==> src/rtl/matrix_message_source_if.sv <==
// Message bundle between the upstream producer, the message buffer
// and the processor's matrix-init consumer port.
interface matrix_message_source_if #(
    parameter int MATRIX_TYPE_BITS    = 1,
    parameter int MATRIX_COORD_BITS   = 8,
    parameter int MATRIX_ELEMENT_BITS = 32,
    parameter int FIFO_DEPTH          = 4
);
    localparam int CW = $clog2(FIFO_DEPTH) + 1;

    logic [MATRIX_TYPE_BITS-1:0]    in_type;
    logic [MATRIX_COORD_BITS-1:0]   in_x_coord;
    logic [MATRIX_COORD_BITS-1:0]   in_y_coord;
    logic [MATRIX_ELEMENT_BITS-1:0] in_element;
    logic                           in_valid;
    logic                           in_ready;

    logic [MATRIX_TYPE_BITS-1:0]    matrix_type_out;
    logic [MATRIX_COORD_BITS-1:0]   matrix_x_coord_out;
    logic [MATRIX_COORD_BITS-1:0]   matrix_y_coord_out;
    logic [MATRIX_ELEMENT_BITS-1:0] matrix_element_out;
    logic                           message_out_valid;
    logic                           message_out_available;
    logic                           message_in_read;
    logic [CW-1:0]                  count;
    logic                           underflow;

    modport slave (
        input  in_type, in_x_coord, in_y_coord, in_element,
        input  in_valid, message_in_read,
        output in_ready,
        output matrix_type_out, matrix_x_coord_out,
        output matrix_y_coord_out, matrix_element_out,
        output message_out_valid, message_out_available,
        output count, underflow
    );

    modport master (
        output in_type, in_x_coord, in_y_coord, in_element,
        output in_valid, message_in_read,
        input  in_ready,
        input  matrix_type_out, matrix_x_coord_out,
        input  matrix_y_coord_out, matrix_element_out,
        input  message_out_valid, message_out_available,
        input  count, underflow
    );
endinterface

==> src/rtl/matrix_message_source.sv <==
// Circular message buffer feeding the processor's matrix-init inputs,
// with a registered head and a one-cycle settling bubble after each pop.
module matrix_message_source #(
    parameter int MATRIX_TYPE_BITS    = 1,
    parameter int MATRIX_COORD_BITS   = 8,
    parameter int MATRIX_ELEMENT_BITS = 32,
    parameter int FIFO_DEPTH          = 4
) (
    input  logic clk,
    input  logic reset,
    matrix_message_source_if.slave bus
);
    localparam int AW = $clog2(FIFO_DEPTH);
    localparam int CW = AW + 1;
    localparam int MW = MATRIX_TYPE_BITS + 2 * MATRIX_COORD_BITS
                      + MATRIX_ELEMENT_BITS;

    typedef logic [MW-1:0] msg_t;

    msg_t          mem [FIFO_DEPTH];
    msg_t          in_msg;
    msg_t          head_q;
    msg_t          head_next;
    logic [AW-1:0] wr_ptr;
    logic [AW-1:0] rd_ptr;
    logic [AW-1:0] rd_next;
    logic [CW-1:0] count_q;
    logic [CW-1:0] count_next;
    logic          pop_last;
    logic          available_q;
    logic          underflow_q;
    logic          push;
    logic          pop;
    logic          empty;

    assign in_msg = {bus.in_type, bus.in_x_coord,
                     bus.in_y_coord, bus.in_element};

    assign empty        = (count_q == '0);
    assign bus.in_ready = (count_q != CW'(FIFO_DEPTH));
    assign push         = bus.in_valid && bus.in_ready;
    assign pop          = bus.message_in_read && !empty;

    // Head follows the post-edge read pointer; an entry written this
    // edge at that slot is forwarded since the array is not yet updated.
    always_comb begin
        rd_next    = rd_ptr;
        count_next = count_q;
        head_next  = head_q;
        if (pop) rd_next = rd_ptr + 1'b1;
        unique case ({push, pop})
            2'b10:   count_next = count_q + 1'b1;
            2'b01:   count_next = count_q - 1'b1;
            default: count_next = count_q;
        endcase
        if (count_next != '0) begin
            if (push && (wr_ptr == rd_next)) head_next = in_msg;
            else                             head_next = mem[rd_next];
        end
    end

    always_ff @(posedge clk) begin
        if (!reset && push) mem[wr_ptr] <= in_msg;
    end

    always_ff @(posedge clk) begin
        if (reset) begin
            wr_ptr      <= '0;
            rd_ptr      <= '0;
            count_q     <= '0;
            pop_last    <= 1'b0;
            available_q <= 1'b0;
            underflow_q <= 1'b0;
            head_q      <= '0;
        end else begin
            if (push) wr_ptr <= wr_ptr + 1'b1;
            rd_ptr      <= rd_next;
            count_q     <= count_next;
            pop_last    <= pop;
            available_q <= (count_next != '0);
            head_q      <= head_next;
            if (bus.message_in_read && empty) underflow_q <= 1'b1;
        end
    end

    assign {bus.matrix_type_out, bus.matrix_x_coord_out,
            bus.matrix_y_coord_out, bus.matrix_element_out} = head_q;

    assign bus.message_out_available = available_q;
    assign bus.message_out_valid     = available_q && !pop_last;
    assign bus.count                 = count_q;
    assign bus.underflow             = underflow_q;
endmodule

==> src/flat_wrapper.sv <==
// flat-port wrapper written by rule: the top's interface ports become plain ports
module matrix_message_source_flat 
#(
    parameter int MATRIX_TYPE_BITS    = 1,
    parameter int MATRIX_COORD_BITS   = 8,
    parameter int MATRIX_ELEMENT_BITS = 32,
    parameter int FIFO_DEPTH          = 4
)
  (clk, reset, bus_in_type, bus_in_x_coord, bus_in_y_coord, bus_in_element, bus_in_valid, bus_message_in_read, bus_in_ready, bus_matrix_type_out, bus_matrix_x_coord_out, bus_matrix_y_coord_out, bus_matrix_element_out, bus_message_out_valid, bus_message_out_available, bus_count, bus_underflow);
  matrix_message_source_if #(.MATRIX_TYPE_BITS(MATRIX_TYPE_BITS), .MATRIX_COORD_BITS(MATRIX_COORD_BITS), .MATRIX_ELEMENT_BITS(MATRIX_ELEMENT_BITS), .FIFO_DEPTH(FIFO_DEPTH)) bus_i ();
  input  logic clk;
  input  logic reset;
  input wire logic [$bits(bus_i.in_type)-1:0] bus_in_type;
  input wire logic [$bits(bus_i.in_x_coord)-1:0] bus_in_x_coord;
  input wire logic [$bits(bus_i.in_y_coord)-1:0] bus_in_y_coord;
  input wire logic [$bits(bus_i.in_element)-1:0] bus_in_element;
  input wire logic [$bits(bus_i.in_valid)-1:0] bus_in_valid;
  input wire logic [$bits(bus_i.message_in_read)-1:0] bus_message_in_read;
  output wire logic [$bits(bus_i.in_ready)-1:0] bus_in_ready;
  output wire logic [$bits(bus_i.matrix_type_out)-1:0] bus_matrix_type_out;
  output wire logic [$bits(bus_i.matrix_x_coord_out)-1:0] bus_matrix_x_coord_out;
  output wire logic [$bits(bus_i.matrix_y_coord_out)-1:0] bus_matrix_y_coord_out;
  output wire logic [$bits(bus_i.matrix_element_out)-1:0] bus_matrix_element_out;
  output wire logic [$bits(bus_i.message_out_valid)-1:0] bus_message_out_valid;
  output wire logic [$bits(bus_i.message_out_available)-1:0] bus_message_out_available;
  output wire logic [$bits(bus_i.count)-1:0] bus_count;
  output wire logic [$bits(bus_i.underflow)-1:0] bus_underflow;
  assign bus_i.in_type = bus_in_type;
  assign bus_i.in_x_coord = bus_in_x_coord;
  assign bus_i.in_y_coord = bus_in_y_coord;
  assign bus_i.in_element = bus_in_element;
  assign bus_i.in_valid = bus_in_valid;
  assign bus_i.message_in_read = bus_message_in_read;
  assign bus_in_ready = bus_i.in_ready;
  assign bus_matrix_type_out = bus_i.matrix_type_out;
  assign bus_matrix_x_coord_out = bus_i.matrix_x_coord_out;
  assign bus_matrix_y_coord_out = bus_i.matrix_y_coord_out;
  assign bus_matrix_element_out = bus_i.matrix_element_out;
  assign bus_message_out_valid = bus_i.message_out_valid;
  assign bus_message_out_available = bus_i.message_out_available;
  assign bus_count = bus_i.count;
  assign bus_underflow = bus_i.underflow;
  matrix_message_source #(.MATRIX_TYPE_BITS(MATRIX_TYPE_BITS), .MATRIX_COORD_BITS(MATRIX_COORD_BITS), .MATRIX_ELEMENT_BITS(MATRIX_ELEMENT_BITS), .FIFO_DEPTH(FIFO_DEPTH)) u_core (.clk(clk), .reset(reset), .bus(bus_i));
endmodule
==> config.mk <==
export PLATFORM = sky130hd
export DESIGN_NAME = matrix_message_source_flat
export DESIGN_NICKNAME = d
export VERILOG_FILES = /design/src/rtl/matrix_message_source_if.sv /design/src/rtl/matrix_message_source.sv /design/src/flat_wrapper.sv
export SDC_FILE = /design/constraint.sdc
export NUM_CORES = 1
export LEC_CHECK = 0
export ABC_AREA = 1
export ABC_CLOCK_PERIOD_IN_PS = 11400
export CAP_MARGIN = 15
export CORE_MARGIN = 4
export CORE_UTILIZATION = 41
export DETAILED_ROUTE_END_ITERATION = 6
export GPL_TIMING_DRIVEN = 0
export PLACE_DENSITY = 0.71
export SLEW_MARGIN = 20
export SYNTH_ARGS = -nofsm -noshare
export SYNTH_HDL_FRONTEND = slang
export SYNTH_SLANG_ARGS = --single-unit
==> constraint.sdc <==
create_clock -name clk -period 11.4 [get_ports clk]
set_input_delay 1.71 -clock clk [delete_from_list [all_inputs] [get_ports clk]]
set_output_delay 1.71 -clock clk [all_outputs]
set_load 0.02 [all_outputs]
==> impl_results.md, run 1 <==
- Post-synthesis average cell area: roughly 10 um2
- Reg power frac: a little over a third
- Logic pwr share: between 30% and 40%
- I/O Pins: 109
- Status: finished clean
- Final critical-path share of the clock period: approximately two fifths
- Rel. slew slack: 55.8%
- Die extent in y: between 150 and 200 um
- CTS tree: yes
- Drt total wl: approximately 27000 um
- Mapped cell area: 10700 um2
- IO buf count: roughly 110
- Startpoint types: primary input
- Placer congestion estimate: roughly 0.80
- Setup CP Type: in2reg
- Crit Reg-Reg Endpoint: u_core.head_q[31]
- DRC Markers: 0
- Met2 wire len: 12800 um
- Full die area: about 29000 um2
- Post-place instance area: 12300 um2
- CTS Hold Bufs: 0
- Int Power: 0.00208 W
- Antenna violations before repair: 1
- Distinct cells, synth: 24
- 1st-iter DRT viols: 805
- Most frequent cells after synthesis: nand2_1 (306), nand3_1 (252), edfxtp_1 (196)
- Largest cells by area after synthesis: edfxtp_1 (55%), nand3_1 (12%), dfxtp_1 (11%)
- Clk buf depth: 3
- Minimum clock period: between 4000 and 5000 ps
- Pleak: about 5.3 nW
- Grt ovf: 0
- Finish-stage setup viols: 0
- #FFs+latches synth: between 200 and 300
- Metal3 WL: 2250 um
- Most frequent cell after synthesis: nand2_1
- Ys Warns: 0
- Fin Setup TNS: 0 ps
- DRT antenna net count: 0
- Root Buffer: clkbuf_16
- Critical-path maximum fanout: 10
- Die width: ~170 um
- Worst r2r src: u_core.bus.count[0]
- Hold crit path type: reg2reg
- Top Metal Used: met4
- Clk_lat worst skew: approximately 530 ps
- Worst r2r path cells: 16
- Vias post-DR: a little over 8000
- Hold Fails Final Rpt: 0
- First-pass GRT wire length: roughly 43000 um
- Max Fclk: 223 MHz
- Clk pwr share: 26.1%
- Detailed placement HPWL: roughly 18000 um
- Wl on met1: between 10000 and 15000 um
- Peak VDD IR: approximately 0.15 mV
- Fraction of registers with async set/reset: 0%
- Switching power: roughly 0.0013 W
- CP Data Required Time: approximately 12000 ps
- Core ar.: 25400 um2
- # nets final: roughly 1200
- Post-synth EDFFs: between 150 and 200
- Number of buffers created by CTS: 27
- CP endpoint: u_core.head_q[31]
- Sw Ratio: ~38%
- Worst-margin pin slew: approximately 660 ps
- Seq/Total Area, Yosys: between 60% and 70%
- Pre-antenna DRT Iters: 5
- Share of post-route cells with drive strength above 1: 6.95%
- Max_cap viols: 0
- Clock Sinks: approximately 260
- Number of setup buffers added after CTS: 0
- Clock transition at path regs: approximately 60 ps
- DR WL/cell: about 18 um
- Rows: 58
- Skew final: around 17 ps
- RSZ-0062 raised after global routing: false
- Nature of the critical path endpoint: register
- Max H-tree Level: 1
- Top FF cell, synth: edfxtp_1
- R2R setup slack: between 7000 and 8000 ps
- Largest net degree at the start of global routing: 25
- Cells after Synth: between 1000 and 1500
- Setup crit start: bus_message_in_read
- Max-slew violation count: 0
- Post-route cell area: approximately 13000 um2
- Initial Util: around two fifths
- GRT Util Overall: 18.8%
- Power Density: around 250 nW/um2
- Min-delay src: u_core.head_q[29]
- Layout area overhead: 24.0%
- Post-cts repair resize count: 0
- DR vias/cell: roughly 5.3
- Critical Path AT: 4950 ps
- Post-Syn Nets: 1104
- Yosys top cell area share: approximately 55%
- Post-synth top area cell: edfxtp_1
- Vias in the first global route: between 8000 and 9000
==> cells in the final DEF (no fill, tap or decap), types with 4 or more instances in the layout <==
master,netlist,layout
nor2_4,1,5
clkbuf_16,0,27
edfxtp_1,196,196
dfxtp_1,59,59
buf_4,7,7
bufinv_16,0,4
nand2_2,4,4
clkbuf_1,47,57
clkdlybuf4s50_1,0,107
nand2_1,306,306
buf_2,14,14
clkinv_2,0,5
nor2_1,13,9
nand4_1,49,49
inv_1,71,71
nand3_1,252,252
buf_12,0,6
ha_1,5,5
==> power groups by stage <==
| stage | clock network [W] | logic (W) | registers [W] |
|---|---|---|---|
| 6_report | 0.000872 | 0.00130 | 0.00117 |
| 5_1_grt | 0.000923 | 0.00144 | 0.00119 |
| 4_1_cts | 0.000882 | 0.00130 | 0.00117 |
| 3_5_place_dp | 0 | 0.00130 | 0.00119 |
| 3_3_place_gp | 0 | 0.00126 | 0.00120 |
| 2_1_floorplan | 0 | 0.000728 | 0.00127 |
==> critical path: stages <==
cell and delay [ps]:
clkdlybuf4s50_1 590, nand2_2 130, inv_1 70, ha_1 160, inv_1 70, fa_1 480, nand2_1 50, o21ai_0 100
inv_1 70, nor2_1 100, nand2_1 80, nor2_1 450, buf_4 310, clkbuf_1 390, nand2_1 110, nand2_1 80
==> per-stage QoR <==
stage / hold slack (ps) / cells / power, W / worst slack [ps] / util [%]
2_1_floorplan: 523 / 1045 / 0.00200 / 6350 / -
3_3_place_gp: 439 / 1482 / 0.00245 / 3860 / 47.8
3_5_place_dp: 439 / 1490 / 0.00249 / 6490 / 48.6
4_1_cts: 455 / 1539 / 0.00336 / 7050 / 52.0
5_1_grt: 470 / 1540 / 0.00355 / 6680 / 52.0
6_report: 452 / 1540 / 0.00334 / 6920 / 52.0
==> layout make-up <==
cell class                      count  area [um2]
Inverter                           74         278
Timing Repair Buffer              115        1250
Tap cell                          330         413
Clock buffer                       37         713
Clock inverter                     12         156
Multi-Input combinational cell    644        3010
Sequential cell                   255        7070
Antenna cell                        1        2.50
Buffer                             72         329
Fill cell                        2213       12200
==> state kept, by name, summed over array words and instances, names as in the netlist <==
name                              cells
u_core.rd_ptr                         2
u_core.pop_last                       1
u_core.bus.underflow                  1
u_core.wr_ptr                         2
u_core.mem                          196
u_core.bus.message_out_available      1
u_core.bus.count                      3
u_core.head_q                        49
==> kinds of logic after synthesis <==
kind of cell	Yosys count	share of synthesized area (%)
AND/OR/NAND/NOR	630	26.8
flip-flops	255	66.3
buffers and inverters	146	5.70
AO/OA/AOI/OAI	6	0.282
adder cells (fa/ha/maj)	6	0.775
XOR/XNOR	2	0.164
==> worst min path at each step <==
| stage | depth (start not counted) | slack [ps] | end |
|---|---|---|---|
| floorplan | 2 | 520 | u_core.wr_ptr[1] |
| global placement | 2 | 440 | u_core.head_q[42] |
| detailed placement | 2 | 440 | u_core.head_q[25] |
| CTS | 2 | 450 | u_core.head_q[42] |
| global route | 2 | 470 | u_core.head_q[33] |
| finish | 2 | 450 | u_core.head_q[29] |
==> per-layer routing <==
metal / GRT usage [%] / up-vias
met5: 0 / -
met1: 25.7 / 3879
met3: 3.52 / 41
li1: - / 3880
met4: 6.44 / 0
met2: 30.4 / 290
No activity file was read; power rests on OpenSTA's default activity.
==> run 2, diff against run 1 <==
Settings changed: ABC_CLOCK_PERIOD_IN_PS 11400 to 3800, PLACE_DENSITY 0.71 to 0.73.
Clock period 11.4 ns to 3.8 ns, I/O delays scaled along.
==> impl_results.md, run 2 (synthesized netlist as in run 1, its figures left out) <==
- Commonest non-fill, non-tap cell in the layout: nand2_1
- Most flops, register: u_core.mem
- Status: finished clean
- CP dominant cell by count: nand2_1
- DRT antenna net count: 0 (unchanged)
- Setup CP Type: reg2reg
- CP top delay family: simple AND/OR/NAND/NOR gates
- # nets final: 1247 (-0.080%)
- Pleak: 5.21 nW (-0.89%)
- Max Fclk: approximately 300 MHz
- CTS Hold Bufs: 0 (unchanged)
- Minimum clock period: 3370 ps
- Crit Reg-Reg Endpoint: u_core.head_q[29]
- Sw Ratio: 38.6% (+0.87 points)
- Root Buffer: clkbuf_16
- Max FFs per register: 196 (unchanged)
- Peak VDD IR: 0.416 mV (+180%)
- Clk_lat worst skew: 510 ps (-20 ps)
- DR vias/cell: 5.35 (+1.8%)
- Largest net degree at the start of global routing: 25 (unchanged)
- Initial Util: 42.0% (unchanged)
- Finish-stage setup viols: 0 (unchanged)
- CP Data Required Time: 4260 ps (-7600 ps)
- Worst r2r path cells: 16 (unchanged)
- Worst-margin pin slew: 707 ps (+44.5 ps)
- CTS tree: yes
- Post-layout util: 51.6% (-0.39 points)
- Number of buffers created by CTS: 26 (-3.7%)
- Critical-path maximum fanout: 10 (unchanged)
- DR WL/cell: 18.0 um (+1.6%)
- Crit-path cells: nor2_4, nand2_1, nand2_1, ha_1, inv_1, fa_1, nand2_1, o21ai_0, inv_1, nor2_1, nand2_1, nor2_1, buf_4, clkbuf_1, nand2_1, nand2_1
- CP endpoint: u_core.head_q[29]
- RSZ-0062 raised after global routing: false
- I/O Pins: 109 (unchanged)
- Clk pwr share: 23.9% (-2.2 points)
- Max H-tree Level: 1 (unchanged)
- Layout area overhead: 23.1%
- Rows: 58 (unchanged)
- Full die area: 28600 um2 (unchanged)
- Post-cts repair resize count: 0 (unchanged)
- Clk buf depth: 3 (unchanged)
- Most frequent cells in the layout: nand2_1 (306), nand3_1 (252), edfxtp_1 (196)
- Setup crit start: u_core.bus.count[1]
- Switching power: 0.00376 W (+200%)
- Met2 wire len: 13400 um (+5.3%)
- Crit path max-delay cell type: fa_1
- Number of setup buffers added after CTS: 0 (unchanged)
- Core ar.: 25400 um2 (unchanged)
- 1st-iter DRT viols: 651 (-19%)
- Antenna violations before repair: 2 (+1)
- Hold Fails Final Rpt: 0 (unchanged)
- Worst r2r src: u_core.bus.count[1]
- Metal3 WL: 2360 um (+4.9%)
- Skew final: 8.33 ps (-8.36 ps)
- Grt ovf: 0 (unchanged)
- Drt total wl: 27700 um (+1.5%)
- Slowest cell delay on critical path: 480 ps (-110 ps)
- CP bufs+invs: 4 (-2)
- Top Metal Used: met5
- Detailed placement HPWL: 18000 um (+0.74%)
- Clock transition at path regs: 60 ps (about the same)
- Int Power: 0.00599 W (+190%)
- Fin Setup TNS: 0 ps (unchanged)
- Logic pwr share: 40.1% (+1.3 points)
- Max-slew violation count: 0 (unchanged)
- Share of post-route cells with drive strength above 1: 6.71% (-0.24 points)
- GRT Util Overall: 19.1% (+0.32 points)
- Number of cells on the critical path: 16 (unchanged)
- First-pass GRT wire length: 43800 um (+1.7%)
- DRC Markers: 0 (unchanged)
- Clock Sinks: 255 (unchanged)
- Pre-antenna DRT Iters: 6 (+1)
- Wl on met1: 11300 um (-2.9%)
- R2R setup slack: 430 ps (-7370 ps)
- Hold Path Depth: 2 (unchanged)
- Rel. slew slack: 52.9% (-3.0 points)
- Reg power frac: 36.1% (+1.0 points)
- IO buf count: 107 (unchanged)
- Die extent in y: 169 um (unchanged)
- Vias post-DR: 8231 (+1.7%)
- Power Density: 743 nW/um2 (+190%)
- Final critical-path share of the clock period: about nine tenths
- Vias in the first global route: 8159 (+1.3%)
- Startpoint types: register
- Hold crit path type: in2reg
- Die width: 169 um (unchanged)
- Max_cap viols: 0 (unchanged)
- Nature of the critical path endpoint: register
- Placer congestion estimate: 0.771 (-3.1%)
- Critical Path AT: 3830 ps (-1120 ps)
[run 2: power by group through the flow]
stage	clock network (W)	logic [W]	registers [W]
global placement	0	0.00375	0.00358
CTS	0.00236	0.00391	0.00352
floorplan	0	0.00218	0.00381
global route	0.00249	0.00433	0.00355
finish	0.00233	0.00391	0.00351
detailed placement	0	0.00388	0.00357
[run 2: stage by stage]
stage	instance area, um2	power, W	cells	setup WS [ps]	hold slack (ps)
3_3_place_gp	12100	0.00733	1482	-2490	437
4_1_cts	13100	0.00979	1538	395	419
2_1_floorplan	10700	0.00599	1045	-267	523
6_report	13100	0.00975	1539	432	432
3_5_place_dp	12300	0.00745	1490	25.1	441
5_1_grt	13100	0.0104	1539	80.9	463
[run 2: cell type report]
type                       count  area (um2)
fill                        2236       12300
sequential                   255        7070
multi-input combinational    644        3010
timing repair buffer         115        1250
clock buffer                  39         731
tap                          330         413
buffer                        72         329
inverter                      74         278
clock inverter                 9        40.0
antenna                        1        2.50
[run 2: worst reg2reg max path: stages (launching register included)]
cell      delay, ps
dfxtp_1         390
nor2_4          170
nand2_1         140
nand2_1         220
ha_1            210
inv_1            70
fa_1            480
nand2_1          50
o21ai_0          90
inv_1            60
nor2_1           90
nand2_1          80
nor2_1          420
buf_4           300
clkbuf_1        350
nand2_1         110
nand2_1          80
[run 2: how the worst min path moves through the flow]
stage                           start                  end
finish                          reset  u_core.bus.count[1]
global route                    reset     u_core.rd_ptr[1]
CTS                             reset  u_core.bus.count[1]
detailed placement   u_core.head_q[6]     u_core.head_q[6]
global placement    u_core.head_q[41]    u_core.head_q[41]
floorplan            u_core.wr_ptr[1]     u_core.wr_ptr[1]
[run 2: metal layers]
metal,track usage [%],vias up
met3,3.45,51
met4,5.71,2
met1,25.8,3923
met5,0,-
met2,31.8,379
li1,-,3876
==> run 3, diff against run 2 <==
Settings changed: CAP_MARGIN 15 to default.
==> results of run 3 <==
Same layout as run 2: the final DEF is identical, and so are final timing and power.
